File: config.mk
export PLATFORM = sky130hd
export DESIGN_NAME = pc_unit
export DESIGN_NICKNAME = d
export VERILOG_FILES = /design/src/rtl/pc_unit.sv
export SDC_FILE = /design/constraint.sdc
export NUM_CORES = 1
export LEC_CHECK = 0
export CORE_MARGIN = 10
export CORE_UTILIZATION = 47
export CTS_BUF_LIST = sky130_fd_sc_hd__clkbuf_8
export DETAILED_ROUTE_END_ITERATION = 10
export GPL_TIMING_DRIVEN = 0
export PLACE_DENSITY = 0.8
export SLEW_MARGIN = 20
export SYNTH_ARGS = -nofsm -noshare
export SYNTH_HDL_FRONTEND = slang
export SYNTH_SLANG_ARGS = --single-unit
File: constraint.sdc
create_clock -name CLK -period 4.5 [get_ports CLK]
set_input_delay 1.35 -clock CLK [delete_from_list [all_inputs] [get_ports CLK]]
set_output_delay 1.35 -clock CLK [all_outputs]
set_load 0.01 [all_outputs]
File: src/rtl/pc_unit.sv
// ----------------------------------------------------------------------------
// pc_unit : program counter with internal next-PC select and run/halt/err FSM.
//           Optional return-address stack enabled by defining PC_RAS_EN.
// Rev 1.0
// ----------------------------------------------------------------------------
`default_nettype none

module pc_unit #(
  parameter int          ADDR_W    = 32,
  parameter logic [31:0] RESET_VEC = 32'h0000_0000,
  parameter logic [31:0] ERR_VEC   = 32'h0000_0080,
  parameter int          RAS_DEPTH = 4
) (
  input  logic              CLK,
  input  logic              RST_N,
  input  logic              PCWre,
  input  logic [1:0]        PCSrc,
  input  logic [ADDR_W-1:0] branchOffset,
  input  logic [25:0]       jumpTarget,
  input  logic [ADDR_W-1:0] regTarget,
  input  logic              halt,
  input  logic              resume,
  input  logic              errClr,
`ifdef PC_RAS_EN
  input  logic              rasPush,
  input  logic              rasPop,
  output logic              rasEmpty,
  output logic              rasFull,
`endif
  output logic [ADDR_W-1:0] addressOut,
  output logic [ADDR_W-1:0] pcPlus4,
  output logic [1:0]        state,
  output logic              addrErr,
  output logic [ADDR_W-1:0] badAddr
);

  localparam logic [1:0] S_RUN  = 2'b00;
  localparam logic [1:0] S_HALT = 2'b01;
  localparam logic [1:0] S_ERR  = 2'b10;

  localparam logic [ADDR_W-1:0] RESET_W = ADDR_W'(RESET_VEC);
  localparam logic [ADDR_W-1:0] ERR_W   = ADDR_W'(ERR_VEC);

  if (ADDR_W < 32 || RAS_DEPTH < 2 || (RAS_DEPTH & (RAS_DEPTH - 1)) != 0) begin : g_param_chk
    $error("pc_unit: ADDR_W must be >= 32 and RAS_DEPTH a power of 2 >= 2");
  end

  logic [1:0]        state_q, state_d;
  logic [ADDR_W-1:0] pc_q, pc_d;
  logic [ADDR_W-1:0] bad_q, bad_d;
  logic [ADDR_W-1:0] next_pc;
  logic [ADDR_W-1:0] reg_tgt;
  logic              is_run;
  logic              commit;

  assign pcPlus4 = pc_q + ADDR_W'(4);
  // Encoding 11 is unreachable; treat it as RUN so the unit can never lock up.
  assign is_run  = (state_q != S_HALT) && (state_q != S_ERR);
  assign commit  = is_run && !halt && PCWre && (next_pc[1:0] == 2'b00);

  always_comb begin
    next_pc = pcPlus4;
    case (PCSrc)
      2'b01:   next_pc = pcPlus4 + {branchOffset[ADDR_W-3:0], 2'b00};
      2'b10:   next_pc = {pcPlus4[ADDR_W-1:28], jumpTarget, 2'b00};
      2'b11:   next_pc = reg_tgt;
      default: next_pc = pcPlus4;
    endcase
  end

`ifdef PC_RAS_EN
  localparam int PW = $clog2(RAS_DEPTH);

  logic [ADDR_W-1:0] ras_mem [RAS_DEPTH];
  logic [PW-1:0]     sp_q, sp_d;
  logic [PW:0]       cnt_q, cnt_d;
  logic [PW-1:0]     top_idx;
  logic              pop_hit;
  logic              ras_we;
  logic [PW-1:0]     ras_wa;

  assign top_idx  = sp_q - PW'(1);
  assign rasEmpty = (cnt_q == '0);
  assign rasFull  = (cnt_q == (PW+1)'(RAS_DEPTH));
  assign pop_hit  = rasPop && (PCSrc == 2'b11) && !rasEmpty;
  assign reg_tgt  = pop_hit ? ras_mem[top_idx] : regTarget;

  // sp points at the next free slot; when full that slot is the oldest entry.
  always_comb begin
    sp_d   = sp_q;
    cnt_d  = cnt_q;
    ras_we = 1'b0;
    ras_wa = sp_q;
    if (commit) begin
      if (rasPush && pop_hit) begin
        ras_we = 1'b1;
        ras_wa = top_idx;
      end else if (rasPush) begin
        ras_we = 1'b1;
        sp_d   = sp_q + PW'(1);
        cnt_d  = rasFull ? cnt_q : cnt_q + (PW+1)'(1);
      end else if (pop_hit) begin
        sp_d   = top_idx;
        cnt_d  = cnt_q - (PW+1)'(1);
      end
    end
  end

  always_ff @(posedge CLK or negedge RST_N) begin
    if (!RST_N) begin
      sp_q  <= '0;
      cnt_q <= '0;
    end else begin
      sp_q  <= sp_d;
      cnt_q <= cnt_d;
    end
  end

  always_ff @(posedge CLK) begin
    if (ras_we) ras_mem[ras_wa] <= pcPlus4;
  end
`else
  assign reg_tgt = regTarget;
`endif

  always_ff @(posedge CLK or negedge RST_N) begin
    if (!RST_N) begin
      state_q <= S_RUN;
      pc_q    <= RESET_W;
      bad_q   <= '0;
    end else begin
      state_q <= state_d;
      pc_q    <= pc_d;
      bad_q   <= bad_d;
    end
  end

  always_comb begin
    state_d = state_q;
    pc_d    = pc_q;
    bad_d   = bad_q;
    case (state_q)
      S_HALT: if (resume && !halt) state_d = S_RUN;
      S_ERR: begin
        if (errClr) begin
          state_d = S_RUN;
          pc_d    = ERR_W;
        end
      end
      default: begin
        if (halt) begin
          state_d = S_HALT;
        end else if (PCWre && (next_pc[1:0] != 2'b00)) begin
          state_d = S_ERR;
          bad_d   = next_pc;
        end else if (PCWre) begin
          pc_d    = next_pc;
        end
      end
    endcase
  end

  always_comb begin
    addrErr    = (state_q == S_ERR);
    state      = state_q;
    addressOut = pc_q;
    badAddr    = bad_q;
  end

endmodule

`default_nettype wire

==> results of run 1 <==
## routing by layer
metal  global-route usage, %  vias up
li1                        -     2721
met4                    7.28        0
met2                    41.3      349
met1                    33.5     2760
met3                    5.17       46
met5                       0        -
## final timing paths
| check | endpoint | slack, ps | cells after the start |
|---|---|---|---|
| setup / recovery | badAddr[26] | 130 | 13 |
| hold / removal | badAddr[8] | 490 | 2 |
| setup reg to reg | badAddr[26] | 130 | 13 |
| hold reg to reg | badAddr[8] | 490 | 2 |
| max in group asynchronous | addressOut[6] | 3120 | 2 |
| min in group asynchronous | addressOut[24] | 840 | 1 |
## registers in the layout (all words and copies together), names as in the netlist
| name | flops |
|---|---|
| addressOut | 32 |
| badAddr | 32 |
| state | 2 |
## cell usage in the layout (no fill, tap or decap), types with 20 or more instances in the layout
master | synthesis | final
sky130_fd_sc_hd__mux2i_1 | 21 | 21
sky130_fd_sc_hd__xnor2_1 | 32 | 25
sky130_fd_sc_hd__nand2_1 | 100 | 100
sky130_fd_sc_hd__a21oi_1 | 36 | 35
sky130_fd_sc_hd__ha_1 | 36 | 35
sky130_fd_sc_hd__dfrtp_1 | 66 | 63
sky130_fd_sc_hd__inv_1 | 20 | 20
sky130_fd_sc_hd__o21ai_0 | 61 | 61
sky130_fd_sc_hd__nor2_1 | 43 | 40
sky130_fd_sc_hd__a21o_1 | 22 | 22
sky130_fd_sc_hd__clkbuf_1 | 24 | 22
sky130_fd_sc_hd__clkdlybuf4s50_1 | 0 | 193
## power by group
group          internal, uW  switching, uW  leakage [uW]
clock network           208            258     0.0000872
registers               842            286      0.000842
logic                  1480           1540       0.00262
total                  2530           2080       0.00355
## through the flow
step,setup TNS (ps),total power [uW],setup slack [ps],area [um^2]
2_1_floorplan,0,2640,373,5480
3_3_place_gp,-1940,3950,-313,7600
3_5_place_dp,-2460,4030,-335,7620
4_1_cts,0,4530,8.54,7860
5_1_grt,0,4900,9.36,7980
6_report,0,4610,132,7980
## final cells by class
cell class              instances  area, um^2
multi-input cells             527        3770
clock inverters                 7        58.8
flip-flops and latches         66        1660
well taps                     143         179
plain buffers                  28         113
repair buffers                200        2000
inverters                      21        78.8
clock buffers                   9         124
fillers                       907        3440
## critical path: cells and delay by family
family | cells | cell delay (ps)
adder cells (fa/ha/maj) | 2 | 610
AND/OR/NAND/NOR | 1 | 170
XOR/XNOR | 1 | 150
multiplexers | 2 | 790
buffers and inverters | 2 | 530
AO/OA/AOI/OAI | 5 | 1000
## cells by family (layout without fill, tap and decap cells)
group	after synthesis	count (layout)	share of synthesized area, %
mux	38	38	9.66
fa+ha+maj	37	37	8.59
flops	66	66	30.2
buf+inv	51	265	3.63
xor+xnor	50	50	8.00
simple gates	228	228	19.2
compound gates	174	174	20.7
## timing repair
action / 4_1_cts / 5_1_grt
gates resized for setup: 9 / 17
pin swaps: 1 / 7
hold buffers: 0 / 0
endpoints found under the setup margin: 10 / 19
buffers inserted: 1 / 4
==> impl_metrics.yaml, run 1 <==
drt:
  met1_length_mm: 8.99
  routed_wire_length_per_instance_um: 21.7
  highest_layer: "met4"
  num_vias: 5876
  route.met2.wl_mm: 10.1
  first_iter_violations: 626
  firstDrtPassIters: 5
  final_wl_mm: 21.8
  met3_length_mm: 2.07
  drc: 0
  via_per_inst: 5.87
  drt.antenna.violating_nets: 0
floorplanning:
  start_util_pct: 48.0
  number_of_placed_i_o_pins: 197
  placement_rows: 39
  fp.coreArea_um2: 11400
  die_h_um: 128
  dieArea_um2: 16400
  die_width_um: 128
sta:
  timing.fmax_mhz: 229
  max-slew-margin-rel_pct: 47.3
  timing.hold.ws_ps: 490
  post-route-period-util_pct: 97.1
  max_slew.worst_pin.slew_ps: 790
  finalHoldViolCount: 0
  clock_skew_ps: 9.69
  min_period_ps: 4370
  slew_viol_final: 0
  timing.final.setup_violations: 0
  rsz0062_at_grt: "no"
setup_path:
  cp_common_cell: "sky130_fd_sc_hd__a21oi_2"
  critical_path.slowest_cell: "sky130_fd_sc_hd__mux4_2"
  startpoint: "branchOffset[0]"
  setup.worst_path.start_class: "input port"
  critical_path.max_stage_delay_ps: 510
  critical_path_peak_fanout: 5
  timing.critical_path.arrival_ps: 4600
  worstPathCellList: "clkdlybuf4s50_1 -> ha_1 -> inv_1 -> fa_1 -> nand2b_4 -> a21oi_2 -> o211ai_1 -> a21oi_2 -> a311o_4 -> a311oi_4 -> xnor2_1 -> mux4_2 -> mux2_4"
  critPathKind: "in2reg"
  cp-end-kind: "flip-flop"
  crit-reg2reg-launch: "addressOut[8]"
  data_required_time_of_the_critical_path_ps: 4740
power_and_ir_drop:
  total_power_density_per_cell_area_nw_per_um2: 578
  ir_worst_vdd_mv: 0.415
  leakagePower_uw: 0.00355
synth:
  synth_top_area_share_pct: 30.2
  synth.area.top_cells: "sky130_fd_sc_hd__dfrtp_1 (30%), sky130_fd_sc_hd__ha_1 (8.2%), sky130_fd_sc_hd__nand2_1 (6.9%)"
  synth_most_common_cell: "sky130_fd_sc_hd__nand2_1"
  ys_top_cells_by_count: "sky130_fd_sc_hd__nand2_1 (100), sky130_fd_sc_hd__dfrtp_1 (66), sky130_fd_sc_hd__o21ai_0 (61), sky130_fd_sc_hd__nor2_1 (43)"
  synth_warnings: 0
  syn_area_per_cell_um2: 8.50
  synth_sequential_area_ratio_pct: 30.2
  netlist-cell-type-count: 57
  asyncSetResetFlopFracSynth_pct: 100
  synth_flop_cell: "sky130_fd_sc_hd__dfrtp_1"
  ys_ff_latch: 66
  postSynthCellCount: 644
  synth.net_count: 779
  post_synth_instance_area_um2: 5480
  dominant_cell_type_by_area_after_synthesis: "sky130_fd_sc_hd__dfrtp_1"
  synth_edf_count: 0
finish:
  number_of_cells_in_the_finished_layout_apart_from_fillers: 1001
  layout_area_growth_over_synthesis_pct: 45.7
  share_of_post_route_cells_with_drive_strength_above_1_pct: 9.44
  antenna_cells_inserted: 0
  finish.utilization_pct: 69.9
  finalNetCount: 988
run:
  max_cap_violations: 0
global_routing:
  grt.overflow.total: 0
  first_pass_grt_wire_length_mm: 33.1
  first_global_vias: 5889
  grt_max_degree: 55
  antenna_found_initial: 0
  grt_util_all_layers_pct: 25.5
placement:
  inst_count_dp: 982
  port_buffers: 194
  gp_congestion: 0.945
  dp_hpwl_mm: 18.1
clocking:
  clockRootBuffer: "sky130_fd_sc_hd__clkbuf_8"
  cts_inserted_buffers: 9
  clkLatencyLatePin_ps: 350
  clkSlewWorstSetupHoldPaths_ps: 80
  cts_max_level: 3
  cts_num_sinks: 66
  cts_tree: "built"
  clockBufferDepth: 2
min_path:
  holdCritStartpoint: "badAddr[8]"
  min-delay-path-class: "reg2reg"
status:
  run_status: "complete, no violations"
Note: power is estimated with default switching activity, not from simulation.
==> inputs of run 2 (changes only) <==
CTS_CLUSTER_SIZE = 24   (was not set)
SLEW_MARGIN = not set   (was 20)
==> run 2 against run 1 <==
Count of clock-buffer cells in the layout stayed put. Non-clock buffer count decreased by 2. Clock power down 4%. Sequential power hardly changed. Hold slack lost 2.6 ps. Via count increased by 0.82%. Register-to-register slack better by 20 ps. First-iteration DRC count is 17% lower. Worst setup slack improved by 0.79 ps. Sequential cell count stayed put. Die area stayed put. Design area down 0.67%. Highest routed layer unchanged.
==> impl_metrics.yaml, run 2 (same netlist as run 1, synthesis figures left out) <==
status:
  run_status: "complete, no violations"
drt:
  routed_wire_length_per_instance_um: 21.7
  first_iter_violations: 519
  drc: 0
  drt.antenna.violating_nets: 0
  num_vias: 5924
  firstDrtPassIters: 5
  final_wl_mm: 21.7
  via_per_inst: 5.93
global_routing:
  antenna_found_initial: 0
  grt.overflow.total: 0
  groute.layer.met2.usage_pct: 41.0
  grt_max_degree: 40
  globalRoute.busiestLayer: "met2"
  first_global_vias: 5988
  globalRouteMet3Util_pct: 6.49
  global_route.usage.met1_pct: 32.7
  grt_util_all_layers_pct: 25.6
  first_pass_grt_wire_length_mm: 33.4
setup_path:
  critical_path.slowest_cell: "sky130_fd_sc_hd__mux4_2"
  critical_path.max_stage_delay_ps: 510
  setup.worst_path.start_class: "input port"
  worstPathCellList: "clkdlybuf4s50_1 -> ha_1 -> inv_1 -> fa_1 -> nand2b_4 -> a21oi_2 -> o211ai_1 -> a21oi_2 -> a311o_4 -> a31oi_1 -> xnor2_1 -> mux4_2 -> mux2_2"
  critPathKind: "in2reg"
  data_required_time_of_the_critical_path_ps: 4730
  critical_path_peak_fanout: 5
  timing.critical_path.arrival_ps: 4600
  cp_common_cell: "sky130_fd_sc_hd__a21oi_2"
  cp-end-kind: "flip-flop"
sta:
  post-route-period-util_pct: 97.1
  min_period_ps: 4370
  slew_viol_final: 0
  tns_ps: 0
  timing.fmax_mhz: 229
  max_slew.worst_pin.slew_ps: 769
  finalHoldViolCount: 0
  timing.final.setup_violations: 0
  clock_skew_ps: 12.1
  rsz0062_at_grt: "no"
  max-slew-margin-rel_pct: 48.8
finish:
  antenna_cells_inserted: 0
  multi_input_area_um2: 3740
  finish.utilization_pct: 69.4
  most_common_cell_after_layout_fill_and_taps_aside: "sky130_fd_sc_hd__clkdlybuf4s50_1"
  layout_area_growth_over_synthesis_pct: 44.8
  regArea_um2: 1660
  finish.instance_area_um2: 7930
  finalNetCount: 986
  num-fill-cells: 947
  commonest_non_fill_non_tap_cells_in_the_layout: "sky130_fd_sc_hd__clkdlybuf4s50_1 (193), sky130_fd_sc_hd__nand2_1 (100), sky130_fd_sc_hd__o21ai_0 (61), sky130_fd_sc_hd__dfrtp_1 (61), sky130_fd_sc_hd__nor2_1 (40)"
  share_of_post_route_cells_with_drive_strength_above_1_pct: 9.23
floorplanning:
  fp.coreArea_um2: 11400
  number_of_placed_i_o_pins: 197
  start_util_pct: 48.0
  placement_rows: 39
  dieArea_um2: 16400
  die_h_um: 128
  die_width_um: 128
power_and_ir_drop:
  leakagePower_uw: 0.00351
  total_power_density_per_cell_area_nw_per_um2: 579
  ir_worst_vdd_mv: 0.392
clocking:
  clockBufferDepth: 2
  quantity_of_hold_fixing_buffers_added_after_cts: 0
  cts_tree: "built"
  cts_inserted_buffers: 9
  cts_num_sinks: 66
  cts_max_level: 3
  clkLatencyLatePin_ps: 340
  clockRootBuffer: "sky130_fd_sc_hd__clkbuf_8"
  clkSlewWorstSetupHoldPaths_ps: 80
placement:
  placed_cell_area_um2: 7610
  dp_hpwl_mm: 18.1
  gp_congestion: 0.945
  port_buffers: 194
run:
  max_cap_violations: 0
min_path:
  min-delay-path-class: "reg2reg"
## run 2: worst max-delay path, delay by kind of cell
family / cells / cell delay, ps
buffers and inverters: 2 / 540
XOR/XNOR: 1 / 150
multiplexers: 2 / 790
AO/OA/AOI/OAI: 5 / 960
adder cells (fa/ha/maj): 2 / 620
AND/OR/NAND/NOR: 1 / 170
## run 2: worst paths after layout
path,start,endpoint,slack [ps],cells after the start
hold / removal,badAddr[23],badAddr[23],490,2
max in group asynchronous,RST_N,addressOut[7],2850,2
min in group asynchronous,RST_N,state[0],1010,1
setup / recovery,branchOffset[0],badAddr[24],130,13
setup reg to reg,addressOut[8],badAddr[26],150,14
hold reg to reg,badAddr[23],badAddr[23],490,2
## run 2: area by class of cell
class / count / area share [%]
inverters: 21 / 0.994
clock inverters: 7 / 0.679
well taps: 143 / 2.26
plain buffers: 28 / 1.42
multi-input cells: 527 / 47.2
repair buffers: 198 / 25.0
clock buffers: 9 / 1.56
flip-flops and latches: 66 / 20.9
## run 2: layer usage
metal / vias to the layer above / wire length (um)
met5: - / 0
met4: 0 / 602
met3: 52 / 2040
met2: 346 / 10100
met1: 2812 / 8970
li1: 2714 / -
## run 2: repair_timing
| action | in CTS | in global routing |
|---|---|---|
| endpoints found under the hold margin | 0 | 0 |
| pin swaps | 1 | 6 |
| setup buffers | 1 | 2 |
| endpoints found under the setup margin | 9 | 20 |
| resized for setup | 7 | 18 |
## run 2: report_power, final
group / internal, uW / leakage [uW] / switching, uW / total [uW]
Combinational: 1470 / 0.00259 / 1540 / 3010
Clock: 203 / 0.0000822 / 244 / 447
Sequential: 844 / 0.000840 / 286 / 1130
Total: 2520 / 0.00351 / 2070 / 4590
## run 2: stage by stage
| step | worst slack [ps] | hold slack [ps] | instances | total power, uW |
|---|---|---|---|---|
| floorplan | 373 | 514 | 644 | 2640 |
| global placement | -313 | 461 | 981 | 3950 |
| detailed placement | -304 | 470 | 982 | 4030 |
| CTS | 8.85 | 489 | 999 | 4500 |
| global route | 5.03 | 508 | 999 | 4880 |
| finish | 133 | 487 | 999 | 4590 |
==> inputs of run 3 (changes only) <==
CAP_MARGIN = 10   (was not set)
==> run 3 against run 2 <==
Core utilization is the same. Routed wire length unchanged. Worst setup slack unchanged.
==> impl_metrics.yaml, run 3 (same netlist as run 1, synthesis figures left out) <==
status:
  run_status: "complete, no violations"
drt:
  drt.antenna.violating_nets: 0
  via_per_inst: 5.93
  firstDrtPassIters: 5
  num_vias: 5924
  drc: 0
  first_iter_violations: 519
  routed_wire_length_per_instance_um: 21.7
  final_wl_mm: 21.7
clocking:
  cts_inserted_buffers: 9
  cts_num_sinks: 66
  clockBufferDepth: 2
  cts_tree: "built"
  clockRootBuffer: "sky130_fd_sc_hd__clkbuf_8"
  clkLatencyLatePin_ps: 340
  cts_max_level: 3
  clkSlewWorstSetupHoldPaths_ps: 80
power_and_ir_drop:
  ir_worst_vdd_mv: 0.392
  total_power_density_per_cell_area_nw_per_um2: 579
  leakagePower_uw: 0.00351
setup_path:
  crit-reg2reg-capture: "badAddr[26]"
  cp_common_cell: "sky130_fd_sc_hd__a21oi_2"
  regToRegSetupSlack_ps: 150
  critPathKind: "in2reg"
  setup.worst_path.start_class: "input port"
  cp-end-kind: "flip-flop"
  data_required_time_of_the_critical_path_ps: 4730
  crit-reg2reg-launch: "addressOut[8]"
  critical_path_peak_fanout: 5
  r2r.worst_path.cells: 14
  timing.critical_path.arrival_ps: 4600
  critical_path.slowest_cell: "sky130_fd_sc_hd__mux4_2"
  critical_path.max_stage_delay_ps: 510
  worstPathCellList: "clkdlybuf4s50_1 -> ha_1 -> inv_1 -> fa_1 -> nand2b_4 -> a21oi_2 -> o211ai_1 -> a21oi_2 -> a311o_4 -> a31oi_1 -> xnor2_1 -> mux4_2 -> mux2_2"
placement:
  gp_congestion: 0.945
  inst_count_dp: 982
  port_buffers: 194
  dp_hpwl_mm: 18.1
floorplanning:
  dieArea_um2: 16400
  die_h_um: 128
  start_util_pct: 48.0
  fp.coreArea_um2: 11400
  die_width_um: 128
  number_of_placed_i_o_pins: 197
  placement_rows: 39
sta:
  min_period_ps: 4370
  timing.final.setup_violations: 0
  post-route-period-util_pct: 97.1
  tns_ps: 0
  timing.fmax_mhz: 229
  slew_viol_final: 0
  timing.hold.ws_ps: 487
  max_slew.worst_pin.slew_ps: 769
  rsz0062_at_grt: "no"
  finalHoldViolCount: 0
  max-slew-margin-rel_pct: 48.8
  clock_skew_ps: 12.1
finish:
  antenna_cells_inserted: 0
  most_common_cell_after_layout_fill_and_taps_aside: "sky130_fd_sc_hd__clkdlybuf4s50_1"
  layout_area_growth_over_synthesis_pct: 44.8
  number_of_cells_in_the_finished_layout_apart_from_fillers: 999
  share_of_post_route_cells_with_drive_strength_above_1_pct: 9.23
  finalNetCount: 986
  commonest_non_fill_non_tap_cells_in_the_layout: "sky130_fd_sc_hd__clkdlybuf4s50_1 (193), sky130_fd_sc_hd__nand2_1 (100), sky130_fd_sc_hd__o21ai_0 (61), sky130_fd_sc_hd__dfrtp_1 (61), sky130_fd_sc_hd__nor2_1 (40)"
  num-fill-cells: 947
global_routing:
  first_global_vias: 5988
  grt_util_all_layers_pct: 25.6
  grt.overflow.total: 0
  grt_max_degree: 40
  antenna_found_initial: 0
  first_pass_grt_wire_length_mm: 33.4
min_path:
  hold-path-endpoint: "badAddr[23]"
  min-delay-path-class: "reg2reg"
  hold_depth: 2
  holdCritStartpoint: "badAddr[23]"
run:
  max_cap_violations: 0
## run 3: cell type report
cell class	count	area, um^2	area share, %
sequential	66	1660	20.9
inverter	21	78.8	0.994
timing repair buffer	198	1980	25.0
clock buffer	9	124	1.56
clock inverter	7	53.8	0.679
tap	143	179	2.26
buffer	28	113	1.42
multi-input combinational	527	3740	47.2
## run 3: worst max-delay path by stage
stage                     from  slack [ps]     endpoint  depth (start not counted)
5_1_grt          addressOut[8]           5  badAddr[26]                         14
4_1_cts          addressOut[7]           9  badAddr[26]                         17
3_5_place_dp   branchOffset[0]        -300  badAddr[24]                         13
6_report       branchOffset[0]         130  badAddr[24]                         13
2_1_floorplan    addressOut[6]         370  badAddr[26]                         15
3_3_place_gp   branchOffset[0]        -310  badAddr[24]                         13
## run 3: repair_timing
action,4_1_cts,5_1_grt
hold buffers,0,0
setup endpoints to repair,9,20
setup buffers,1,2
pin swaps,1,6
gates resized for setup,7,18
## run 3: routing by layer
metal / share of wire [%] / track usage, % / wire, um
met5: 0 / 0 / 0
met4: 2.8 / 8.87 / 602
met3: 9.4 / 6.49 / 2040
met2: 47 / 41.0 / 10100
met1: 41 / 32.7 / 8970
## run 3: stage by stage
step	utilization (%)	setup WS (ps)	area, um^2	total power (uW)
6_report	69.4	133	7930	4590
5_1_grt	69.4	5.03	7930	4880
4_1_cts	68.6	8.85	7840	4500
3_5_place_dp	66.7	-304	7610	4030
3_3_place_gp	66.5	-313	7600	3950
2_1_floorplan	-	373	5480	2640
## run 3: worst max-delay path, delay by kind of cell
kind	cells	cell delay, ps
XOR/XNOR	1	150
multiplexers	2	790
buffers and inverters	2	540
AND/OR/NAND/NOR	1	170
AO/OA/AOI/OAI	5	960
adder cells (fa/ha/maj)	2	620
## run 3: report_power, final
part,switching [uW],internal (uW)
clock network,244,203
logic,1540,1470
registers,286,844
==> RTL change: new RTL, settings of run 2 <==
Put a register stage on the output `addressOut`, cleared by the reset. The value now appears one clock later. The other outputs are not delayed to match.
--- a/src/rtl/pc_unit.sv
+++ b/src/rtl/pc_unit.sv
@@ -42,2 +42,4 @@
   localparam logic [ADDR_W-1:0] ERR_W   = ADDR_W'(ERR_VEC);
+
+  logic [ADDR_W-1:0] addressOut_d;
 
@@ -165,4 +167,12 @@
     state      = state_q;
-    addressOut = pc_q;
+    addressOut_d = pc_q;
     badAddr    = bad_q;
+  end
+
+  always_ff @(posedge CLK or negedge RST_N) begin
+    if (!RST_N) begin
+      addressOut <= '0;
+    end else begin
+      addressOut <= addressOut_d;
+    end
   end
Function: changed (a bounded check fails within 4 cycles, from zero or initial values and one cycle with RST_N low).
==> RTL change against run 2 <==
  * Setup slack improved by 5.1 ps
  * Largest power group unchanged
  * Sequential power increased by 39%
  * Final cell count increased by 3.8%
  * Power grew 16%
  * Wire length up 11%
  * Register-to-register slack improved by 40 ps
  * Synthesized area up 14%
  * Sequential cell count rose by 32
  * First-iteration DRC count rose by 25%
  * Clock skew rose by 18 ps
  * Critical endpoint is now pcPlus4[20]
  * Design area rose by 10%
  * Combinational power up 5%
==> RTL change: results (changes against run 2) <==
| Metric | Value |
|---|---|
| Critical Path AT | 3010 ps (-1590 ps) |
| ANT cells | 0 (unchanged) |
| GPL Wtd Cong | 0.9252 (-2.1%) |
| Max FO, Critical Path | 5 (unchanged) |
| Kind of critical path | flip-flop to output port |
| Clk buf depth | 2 (unchanged) |
| Max-capacitance violation count | 0 (unchanged) |
| R2R Path Start | addressOut_d[3] |
| GR Layer Usage met3 | 5.564% (-0.93 points) |
| Net Count, Synth | 786 (+0.90%) |
| Initial DRC count | 648 (+25%) |
| Layout cell share with drive strength beyond 1 | 8.827% (-0.40 points) |
| Post-synth cell types | 68 (+19%) |
| Placed cells | 1021 (+4.0%) |
| Synth cell count leaders | 98 x dfrtp_1, 71 x nand2_1, 52 x o21ai_0, 42 x a21oi_1, 36 x ha_1 |
| Vias/cell | 5.978 (+0.81%) |
| Status | finished, final reports clean |
| Largest cells by area after synthesis | dfrtp_1 39%, ha_1 7.2%, xnor2_1 4.8%, mux4_2 4.3%, nand2_1 4.3% |
| Htree depth | 3 (unchanged) |
| Hold-fix buffers, CTS | 0 (unchanged) |
| Skew final | 29.72 ps (+17.58 ps) |
| Largest stage delay on the critical path | 610 ps (+100 ps) |
| Grt met1 use | 35.65% (+3.0 points) |
| Post-synthesis sequential area ratio | 39.12% (+9.0 points) |
| Async set or reset register ratio after synthesis | 100.0% (unchanged) |
| Antenna violations before repair | 0 (unchanged) |
| Final net count | 991 (+0.51%) |
| Most used DFF post-synth | dfrtp_1 |
| Buffers on Ports | 193 (-0.52%) |
| Pre-Repair DR Iteration Count | 5 (unchanged) |
| Leak pwr | 3.789 nW (+7.8%) |
| Pre-CTS setup slack | -350.6 ps (-46.84 ps) |
| Max rail drop VDD | 0.2804 mV (-28%) |
| Tot GR Track Use | 25.41% (-0.16 points) |
| Non-filler instance count after layout | 1037 (+3.8%) |
| Mean post-synth cell area | 9.629 sq um (+13%) |
| Ys Warns | 0 (unchanged) |
| CP max-delay cell | clkdlybuf4s50_1 |
| Vias in the first global route | 6087 (+1.7%) |
| M2 GR Usage | 39.26% (-1.8 points) |
| Final Hold Viols | 0 (unchanged) |
| Worst-Skew Late Latency | 400 ps (+60 ps) |
| Clk slew on worst S/H paths | 100 ps (+20 ps) |
| Global-route wire length before repair | 35.94 mm (+7.7%) |
| Cts bufs inserted | 9 (unchanged) |
| Root buffer cell | clkbuf_8 |
| Final WL | 24.05 mm (+11%) |
| Hold path startpoint | addressOut_d[11] |
| Largest net degree at the start of global routing | 73 (+83%) |
| Hold WC Path Type | flip-flop to flip-flop |
| Crit path max-delay family | simple AND/OR/NAND/NOR gates |
| Dpl hpwl | 19.40 mm (+7.4%) |
| Pins Over Slew Limit | 0 (unchanged) |
| Measured slew at the worst slew-check pin | 1095 ps (+326.4 ps) |
==> RTL change: repair_timing <==
action,4_1_cts,5_1_grt
pin swaps,1,2
buffers inserted,2,0
gates resized for setup,12,14
setup endpoints to repair,29,29
==> RTL change: final timing paths <==
check / endpoint / slack [ps] / cells past startpoint
min in group asynchronous: addressOut[23] / 870 / 1
min: addressOut[11] / 450 / 0
max in group asynchronous: addressOut_d[2] / 2940 / 2
max: pcPlus4[20] / 140 / 7
min reg2reg: addressOut[11] / 450 / 0
max reg2reg: addressOut_d[31] / 190 / 17
==> RTL change: per-layer routing <==
layer  vias up  share of wire (%)
li1       2795                  -
met1      3034                 43
met2       339                 47
met3        31                9.0
met4         0                1.6
met5         -                  0
==> RTL change: through the flow <==
stage | instance area, sq um | utilization (%)
floorplan | 6269 | -
global placement | 8421 | 64.10
detailed placement | 8446 | 64.29
CTS | 8697 | 66.20
global route | 8753 | 66.63
finish | 8753 | 66.63
==> RTL change: logic make-up after synthesis <==
kind of cell | synth area share, %
buf+inv | 3.253
xor+xnor | 6.547
fa+ha+maj | 7.505
simple gates | 15.27
flops | 39.12
mux | 9.202
compound gates | 19.10
==> RTL change: layout make-up <==
cell class,instances,area [sq um]
plain buffers,33,136.4
clock inverters,5,45.04
multi-input cells,502,3717
well taps,176,220.2
inverters,16,60.06
fillers,1051,4384
repair buffers,196,1969
flip-flops and latches,98,2454
clock buffers,11,151.4
==> RTL change: where the power goes <==
group          leakage [nW]  switching [mW]  total [mW]  internal, mW
Sequential             1.25           0.326        1.57          1.24
Combinational          2.44            1.64        3.16          1.52
Clock                0.0985           0.343       0.584         0.241
Total                  3.79            2.31        5.32          3.00
